<file path="src/rtl/cu_tile_scheduler.sv">
// cu_tile_scheduler
//   Sequences a tiled attention job over a compute unit: for every
//   (q_idx, kv_idx) pair it fetches the Q/K tiles, runs the QK phase, fetches
//   the V tile and runs the SV phase. Result pulses from the compute unit are
//   turned into output-buffer writes. After the last tile the block drains
//   until the compute unit has been quiet for DRAIN_QUIET cycles. A per-state
//   watchdog traps stalled handshakes in a sticky error state.
//
// Ports
//   clk, rst                        clock, synchronous active-high reset
//   i_start, i_abort                job start pulse / abandon job
//   i_num_q, i_num_kv               tile counts, sampled with i_start
//   o_qk_fetch_req/i_qk_fetch_ack   Q/K tile fetch handshake
//   o_v_fetch_req/i_v_fetch_ack     V tile fetch handshake
//   o_cu_valid                      data/index valid to the compute unit
//   i_cu_qk_over, i_cu_over         QK-phase done, SV-phase done pulses
//   i_cu_data_valid                 compute-unit result valid pulse
//   o_q_idx, o_kv_idx               current tile indices
//   o_wr_en, o_wr_addr              output-buffer write strobe / address
//   o_busy, o_done, o_err           job active, completion pulse, sticky error
module cu_tile_scheduler #(
  parameter int CNT_WIDTH   = 8,
  parameter int TIMEOUT     = 1023,
  parameter int DRAIN_QUIET = 16,
  parameter int ADDR_WIDTH  = 10
) (
  input  logic                  clk,
  input  logic                  rst,
  input  logic                  i_start,
  input  logic                  i_abort,
  input  logic [CNT_WIDTH-1:0]  i_num_q,
  input  logic [CNT_WIDTH-1:0]  i_num_kv,
  output logic                  o_qk_fetch_req,
  input  logic                  i_qk_fetch_ack,
  output logic                  o_v_fetch_req,
  input  logic                  i_v_fetch_ack,
  output logic                  o_cu_valid,
  input  logic                  i_cu_qk_over,
  input  logic                  i_cu_over,
  input  logic                  i_cu_data_valid,
  output logic [CNT_WIDTH-1:0]  o_q_idx,
  output logic [CNT_WIDTH-1:0]  o_kv_idx,
  output logic                  o_wr_en,
  output logic [ADDR_WIDTH-1:0] o_wr_addr,
  output logic                  o_busy,
  output logic                  o_done,
  output logic                  o_err
);

  localparam int WD_W = $clog2(TIMEOUT + 1);
  localparam int QW   = $clog2(DRAIN_QUIET + 1);
  localparam logic [WD_W-1:0] WD_LAST   = WD_W'(TIMEOUT - 1);
  localparam logic [QW-1:0]   QUIET_END = QW'(DRAIN_QUIET);

  typedef enum logic [2:0] {
    IDLE     = 3'd0,
    FETCH_QK = 3'd1,
    QK       = 3'd2,
    FETCH_V  = 3'd3,
    SV       = 3'd4,
    DRAIN    = 3'd5,
    ERR      = 3'd6
  } state_t;

  state_t                state_q, state_d;
  logic [CNT_WIDTH-1:0]  num_q_q, num_q_d;
  logic [CNT_WIDTH-1:0]  num_kv_q, num_kv_d;
  logic [CNT_WIDTH-1:0]  q_idx_q, q_idx_d;
  logic [CNT_WIDTH-1:0]  kv_idx_q, kv_idx_d;
  logic [WD_W-1:0]       wd_q, wd_d;
  logic [QW-1:0]         quiet_q, quiet_d;
  logic                  qk_req_q, qk_req_d;
  logic                  v_req_q, v_req_d;
  logic                  cu_valid_q, cu_valid_d;
  logic                  wr_en_q, wr_en_d;
  logic [ADDR_WIDTH-1:0] wr_addr_q, wr_addr_d;
  logic                  busy_q, busy_d;
  logic                  done_q, done_d;
  logic                  err_q, err_d;

  logic                  timeout_hit;
  logic                  watched;
  logic [QW-1:0]         quiet_inc;

  always_comb begin
    state_d   = state_q;
    num_q_d   = num_q_q;
    num_kv_d  = num_kv_q;
    q_idx_d   = q_idx_q;
    kv_idx_d  = kv_idx_q;
    quiet_d   = '0;
    done_d    = 1'b0;
    // The address advances in the cycle after a write is presented, so the
    // strobe and the address it targets appear together.
    wr_addr_d = wr_addr_q + ADDR_WIDTH'(wr_en_q);
    wr_en_d   = i_cu_data_valid && (state_q != IDLE) && (state_q != ERR);

    timeout_hit = (wd_q == WD_LAST);
    quiet_inc   = quiet_q + QW'(1);
    watched     = (state_q == FETCH_QK) || (state_q == QK) ||
                  (state_q == FETCH_V)  || (state_q == SV);

    case (state_q)
      IDLE: begin
        if (i_start && !i_abort) begin
          if ((i_num_q != '0) && (i_num_kv != '0)) begin
            num_q_d   = i_num_q;
            num_kv_d  = i_num_kv;
            q_idx_d   = '0;
            kv_idx_d  = '0;
            wr_addr_d = '0;
            state_d   = FETCH_QK;
          end else begin
            done_d = 1'b1;
          end
        end
      end
      FETCH_QK: begin
        if (i_qk_fetch_ack)   state_d = QK;
        else if (timeout_hit) state_d = ERR;
      end
      QK: begin
        if (i_cu_qk_over)     state_d = FETCH_V;
        else if (timeout_hit) state_d = ERR;
      end
      FETCH_V: begin
        if (i_v_fetch_ack)    state_d = SV;
        else if (timeout_hit) state_d = ERR;
      end
      SV: begin
        if (i_cu_over) begin
          if (kv_idx_q == num_kv_q - CNT_WIDTH'(1)) begin
            kv_idx_d = '0;
            q_idx_d  = q_idx_q + CNT_WIDTH'(1);
            if (q_idx_q == num_q_q - CNT_WIDTH'(1)) state_d = DRAIN;
            else                                      state_d = FETCH_QK;
          end else begin
            kv_idx_d = kv_idx_q + CNT_WIDTH'(1);
            state_d  = FETCH_QK;
          end
        end else if (timeout_hit) begin
          state_d = ERR;
        end
      end
      DRAIN: begin
        if (!i_cu_data_valid) begin
          quiet_d = quiet_inc;
          if (quiet_inc == QUIET_END) begin
            state_d = IDLE;
            done_d  = 1'b1;
          end
        end
      end
      ERR: state_d = ERR;
      default: state_d = IDLE;
    endcase

    // Abort wins over any same-cycle handshake: indices keep their
    // pre-abort values and no completion is reported.
    if (i_abort && (state_q != ERR)) begin
      state_d  = IDLE;
      q_idx_d  = q_idx_q;
      kv_idx_d = kv_idx_q;
      done_d   = 1'b0;
    end

    if ((state_d != state_q) || !watched) wd_d = '0;
    else                                  wd_d = wd_q + WD_W'(1);

    // Outputs follow the next state so they line up with the registered state.
    qk_req_d   = (state_d == FETCH_QK);
    v_req_d    = (state_d == FETCH_V);
    cu_valid_d = (state_d == QK);
    busy_d     = (state_d != IDLE) && (state_d != ERR);
    err_d      = (state_d == ERR);
  end

  always_ff @(posedge clk) begin
    if (rst) begin
      state_q    <= IDLE;
      num_q_q    <= '0;
      num_kv_q   <= '0;
      q_idx_q    <= '0;
      kv_idx_q   <= '0;
      wd_q       <= '0;
      quiet_q    <= '0;
      qk_req_q   <= 1'b0;
      v_req_q    <= 1'b0;
      cu_valid_q <= 1'b0;
      wr_en_q    <= 1'b0;
      wr_addr_q  <= '0;
      busy_q     <= 1'b0;
      done_q     <= 1'b0;
      err_q      <= 1'b0;
    end else begin
      state_q    <= state_d;
      num_q_q    <= num_q_d;
      num_kv_q   <= num_kv_d;
      q_idx_q    <= q_idx_d;
      kv_idx_q   <= kv_idx_d;
      wd_q       <= wd_d;
      quiet_q    <= quiet_d;
      qk_req_q   <= qk_req_d;
      v_req_q    <= v_req_d;
      cu_valid_q <= cu_valid_d;
      wr_en_q    <= wr_en_d;
      wr_addr_q  <= wr_addr_d;
      busy_q     <= busy_d;
      done_q     <= done_d;
      err_q      <= err_d;
    end
  end

  assign o_qk_fetch_req = qk_req_q;
  assign o_v_fetch_req  = v_req_q;
  assign o_cu_valid     = cu_valid_q;
  assign o_q_idx        = q_idx_q;
  assign o_kv_idx       = kv_idx_q;
  assign o_wr_en        = wr_en_q;
  assign o_wr_addr      = wr_addr_q;
  assign o_busy         = busy_q;
  assign o_done         = done_q;
  assign o_err          = err_q;

endmodule

</file>
<file path="config.mk">
export PLATFORM = sky130hd
export DESIGN_NAME = cu_tile_scheduler
export DESIGN_NICKNAME = d
export VERILOG_FILES = /design/src/rtl/cu_tile_scheduler.sv
export SDC_FILE = /design/constraint.sdc
export NUM_CORES = 1
export LEC_CHECK = 0
export ABC_AREA = 1
export CORE_ASPECT_RATIO = 1.1
export CORE_MARGIN = 3
export CORE_UTILIZATION = 58
export DETAILED_ROUTE_END_ITERATION = 10
export PLACE_DENSITY = 0.89
export SLEW_MARGIN = 10
export SYNTH_ARGS = -nofsm -noshare
export SYNTH_HDL_FRONTEND = slang
export SYNTH_SLANG_ARGS = --single-unit
</file>
<file path="constraint.sdc">
create_clock -name clk -period 4.2 [get_ports clk]
set_input_delay 0.84 -clock clk [delete_from_list [all_inputs] [get_ports clk]]
set_output_delay 0.84 -clock clk [all_outputs]
set_load 0.02 [all_outputs]
</file>
# Word-level counts from Yosys, hierarchy flattened
# Cells that the tools add are included.
dict set report word_totals {
  word_cells 98
  regBits 67
  in_bits 25
  out_inout_bits 33
}
dict set report classes {
  reduce_logical 24
  eq_ne 21
  n_mux 29
  add_sub_neg 7
  n_bitwise 2
}
# operator count
set op_table {}
lappend op_table {{$mux 8} 6}
lappend op_table {{$mux 3} 12}
lappend op_table {{$pmux 8 s2} 2}
lappend op_table {{$mux 10} 3}
lappend op_table {{$pmux 3 s7} 1}
lappend op_table {{$add 8x1->8 const B} 2}
lappend op_table {{$eq 8x8->1} 2}
lappend op_table {{$reduce_bool 8->1} 2}
lappend op_table {{$sub 8x1->8 const B} 2}
lappend op_table {{$eq 3x2->1 const B} 4}
lappend op_table {{$eq 3x3->1 const B} 4}
lappend op_table {{$add 10x1->10} 1}
lappend op_table {{$add 10x1->10 const B} 1}
lappend op_table {{$eq 10x10->1 const B} 1}
lappend op_table {{$eq 3x1->1 const B} 2}
lappend op_table {{$logic_and 1x1->1} 6}
lappend op_table {{$ne 2x2->1 const B} 3}
lappend op_table {{$ne 3x3->1 const B} 2}
lappend op_table {{$reduce_and 6->1} 1}
lappend op_table {{$reduce_bool 3->1} 2}
lappend op_table {{$add 5x1->5 const B} 1}
lappend op_table {{$eq 5x5->1 const B} 1}
lappend op_table {{$reduce_and 5->1} 1}
lappend op_table {{$logic_or 1x1->1} 4}
lappend op_table {{11 further kinds} 17}

# Longest topological paths before layout
dict set report logic_depth {
  word_depth 10
  mapped_depth 16
}

# Worst setup path after synthesis
# OpenSTA, ideal clock, no wires.
dict set report synth_path {
  path_kind {input -> register}
  from {input i_num_q[3]}
  to {register kv_idx_q[5], in the netlist o_kv_idx[5]}
  setup_slack_ns 2.326
  setup_ns 0.080
  path_stages 9
  arrival_ns 1.795
  required_ns 4.120
  cell_sequence {nor2_1 nand4_1 nand2_1 nand2_1 nand2_2 inv_4 o21ai_4 nand2_4 nor3b_1}
}
dict set report synth_via {
  elab_chain_cells 4
}
# element line
set synth_lines {}
lappend synth_lines {{from (decl)} 31} ;# input logic [CNT_WIDTH-1:0] i_num_q,
lappend synth_lines {{$reduce_bool 8->1} 106} ;# if ((i_num_q != '0) && (i_num_kv != '0)) begin
lappend synth_lines {{$logic_and 1x1->1} 106}
lappend synth_lines {{$ne 2x2->1 (no source line)} n/a}
lappend synth_lines {{$reduce_and 5->1 (no source line)} n/a}
lappend synth_lines {{to (signal assigned)} 200} ;# kv_idx_q <= kv_idx_d;
lappend synth_lines {{to (decl)} 69} ;# logic [CNT_WIDTH-1:0] kv_idx_q, kv_idx_d;
# No other way between the ends.
# A chain may end at the register's enable or synchronous reset.

# Worst setup path after layout
dict set report layout_path {
  from {input rst}
  to {register quiet_q[2]}
}
dict set report layout_via {
  elab_chain_cells 1
}
# element line
set layout_lines {}
lappend layout_lines {{from (decl)} 28} ;# input logic rst,
lappend layout_lines {{$reduce_or 3->1 (no source line)} n/a}
lappend layout_lines {{to (signal assigned)} 202} ;# quiet_q <= quiet_d;
lappend layout_lines {{to (decl)} 71} ;# logic [QW-1:0] quiet_q, quiet_d;
# No other way between the ends.

==> flow_metrics.env <==
export IMPL_holdCritStartpoint="quiet_q[0]$_SDFF_PP0_"
export IMPL_intPower_uw=1080
export IMPL_power_switching_uw=358
export IMPL_r2r_start="state_q[0]$_SDFF_PP0_"
export IMPL_placed_area_sq_um=4320
export IMPL_synth_flop_cell="dfxtp_1"
export IMPL_synth_edf_count=0
export IMPL_viasPerCell=5.33
export IMPL_post_cts_buffers=0
export IMPL_seq_area_frac_synth_pct=36.3
export IMPL_synth_cells=554
export IMPL_slew_limit_headroom_pct=47.0
export IMPL_n_antenna_cell=0
export IMPL_drv_cap=0
export IMPL_crit_path_start="rst"
export IMPL_fin_skew_ps=7.38
export IMPL_grt_start_max_net_pins=31
export IMPL_ys_seq_elements=67
export IMPL_drcViolationCount=0
export IMPL_finalCriticalPeriod_ps=2660
export IMPL_cts_sinks=67
export IMPL_root_buffer="clkbuf_8"
export IMPL_cellLeakagePower_uw=0.00194
export IMPL_power_frac_seq_pct=45.9
export IMPL_swShare_pct=24.8
export IMPL_drive_gt1_share_pct=7.59
export IMPL_grt_pass1_wl_microns=15400
export IMPL_syn_to_final_growth_pct=23.1
export IMPL_slew_viol_final=0
export IMPL_finalPower_uw=1440
export IMPL_vias=3710
export IMPL_netlist_area_sq_um=3700
export IMPL_die_y_microns=89.7
export IMPL_synthArstFlopShare_pct=0
export IMPL_tritoncts="done"
export IMPL_grt_pass1_vias=3563
export IMPL_setup_tns_ps=0
export IMPL_worst_slew_pin_slew_ps=793
export IMPL_cts_inserted_buffers=9
export IMPL_core_area_sq_um=5990
export IMPL_drt_iter0_markers=265
export IMPL_fin_nets=648
export IMPL_gp_congestion=0.950
export IMPL_stdcell_area_sq_um=4550
export IMPL_worstPathMaxFanout=21
export IMPL_end_kind="flop"
export IMPL_hold_class="flop to flop"
export IMPL_numPortBuffers=57
export IMPL_die_w_microns=82.1
export IMPL_overflow=0
export IMPL_combinationalPowerShare_pct=11.8
export IMPL_rrSetupSlack_ps=1990
export IMPL_netlist_top_cells_count="nand2_1, nor2_1, dfxtp_1"
export IMPL_finalHoldViolations=0
export IMPL_startpoint_type="input port"
export IMPL_setup_viol=0
export IMPL_avgSynthCellArea_sq_um=6.67
export IMPL_ir_worst_vdd_mv=0.259
export IMPL_worstSetupPathType="input port to flop"
export IMPL_synth_area_leaders="dfxtp_1, nand2_1, nor2_1"
export IMPL_path_clk_slew_ps=70
export IMPL_grt_use_total_pct=26.0
export IMPL_hold_ws_ps=473
export IMPL_ys_types=34
export IMPL_status="complete, no violations"
export IMPL_insertion_delay_ps=340
export IMPL_ant_nets=0
export IMPL_rsz0062_at_grt="false"
export IMPL_syn_nets=588
export IMPL_required_ps=4450
export IMPL_ios=58
export IMPL_maxClockFrequency_ghz=0.376
export IMPL_dpl_hpwl_microns=6700
export IMPL_clkPwrFrac_pct=42.3
export IMPL_synth_top_cell_by_area="dfxtp_1"
export IMPL_synth_top_cell_area_share_pct=36.3
export IMPL_cts_max_path_buffers=2
export IMPL_htree_levels=3
export IMPL_die_area_sq_um=7370
export IMPL_cts_resized=0
export IMPL_hold_buffers=0
export IMPL_start_util_pct=61.8
export IMPL_finalCritPeriodShare_pct=63.2
export IMPL_drt_pass1_iter_count=7
export IMPL_power_density_nw_per_um2=316
export IMPL_yosysMostFrequentCell="nand2_1"
export IMPL_num_rows=29
export IMPL_ys_warn_count=0
export IMPL_antenna_found_initial=0
export IMPL_finalWirelength_microns=8900
export IMPL_arrival_ps=2910
export IMPL_routedWlPerCell_microns=12.8
==> final timing paths <==
kind	end	depth (start not counted)
worst max-delay path	quiet_q[2]$_SDFF_PP0_	4
worst min-delay path	quiet_q[0]$_SDFF_PP0_	1
worst max register to register	wd_q[3]$_SDFF_PP0_	13
worst min register to register	quiet_q[0]$_SDFF_PP0_	1
==> power groups by stage <==
stage               sequential, uW  clock [uW]  combinational [uW]
finish                         661         610                 169
detailed placement             675           0                 167
floorplan                      674           0                 113
CTS                            660         611                 169
global route                   663         648                 194
global placement               674           0                 161
==> final cells by class <==
type / instances / area [sq um]
Clock buffer: 12 / 155
Clock inverter: 4 / 72.6
Fill cell: 463 / 1440
Inverter: 75 / 287
Multi-Input combinational cell: 404 / 2030
Sequential cell: 67 / 1340
Tap cell: 77 / 96.3
Timing Repair Buffer: 57 / 571
==> state kept, by name, summed over array words and instances, names as in the netlist, 3 cells and up <==
register / cells
num_kv_q: 8
num_q_q: 8
o_kv_idx: 8
o_q_idx: 8
o_wr_addr: 10
quiet_q: 5
state_q: 3
wd_q: 10
==> placed cells by master, fill, tap and decap left out, types with 2 or more instances in the layout <==
master,Yosys,layout
nand2_1,133,133
nor2_1,88,88
dfxtp_1,67,67
inv_1,66,66
clkdlybuf4s50_1,0,57
nand3_1,39,39
a21oi_1,29,29
o21ai_0,20,20
xor2_1,19,19
nand4_1,12,12
clkbuf_8,0,11
nor3_1,10,10
nand2_2,9,9
ha_1,9,9
xnor2_1,8,8
inv_2,7,7
nor2_2,4,4
nor2_4,3,3
nor4_1,3,3
nor3b_1,3,3
nand3_2,2,2
inv_4,2,2
o211ai_1,2,2
nand2_4,2,2
a31oi_1,2,2
bufinv_16,0,2
==> stage by stage <==
step	cells	setup slack (ps)	utilization [%]
5_1_grt	696	1400	76.0
2_1_floorplan	554	2330	-
3_3_place_gp	680	1350	72.2
6_report	696	1540	76.0
4_1_cts	696	1600	76.0
3_5_place_dp	680	1230	72.2
==> cell families after synthesis <==
| family | count (synthesis) | share of synthesized area, % |
|---|---|---|
| xor+xnor | 27 | 6.40 |
| flops | 67 | 36.3 |
| simple gates | 310 | 36.9 |
| fa+ha+maj | 9 | 3.05 |
| compound gates | 58 | 8.60 |
| buf+inv | 83 | 8.83 |
==> per-layer routing <==
layer / vias up / part of all wire (%) / GRT usage [%]
met2: 123 / 49 / 42.7
met1: 1682 / 43 / 32.6
met3: 18 / 6.4 / 5.70
met4: 0 / 1.6 / 9.70
met5: - / 0 / 0
li1: 1887 / - / -
==> critical path: stages <==
cell and delay (ps):
clkdlybuf4s50_1 820, inv_1 700, nand3_1 280, nor3b_1 270
Note: power is estimated with default switching activity, not from simulation.
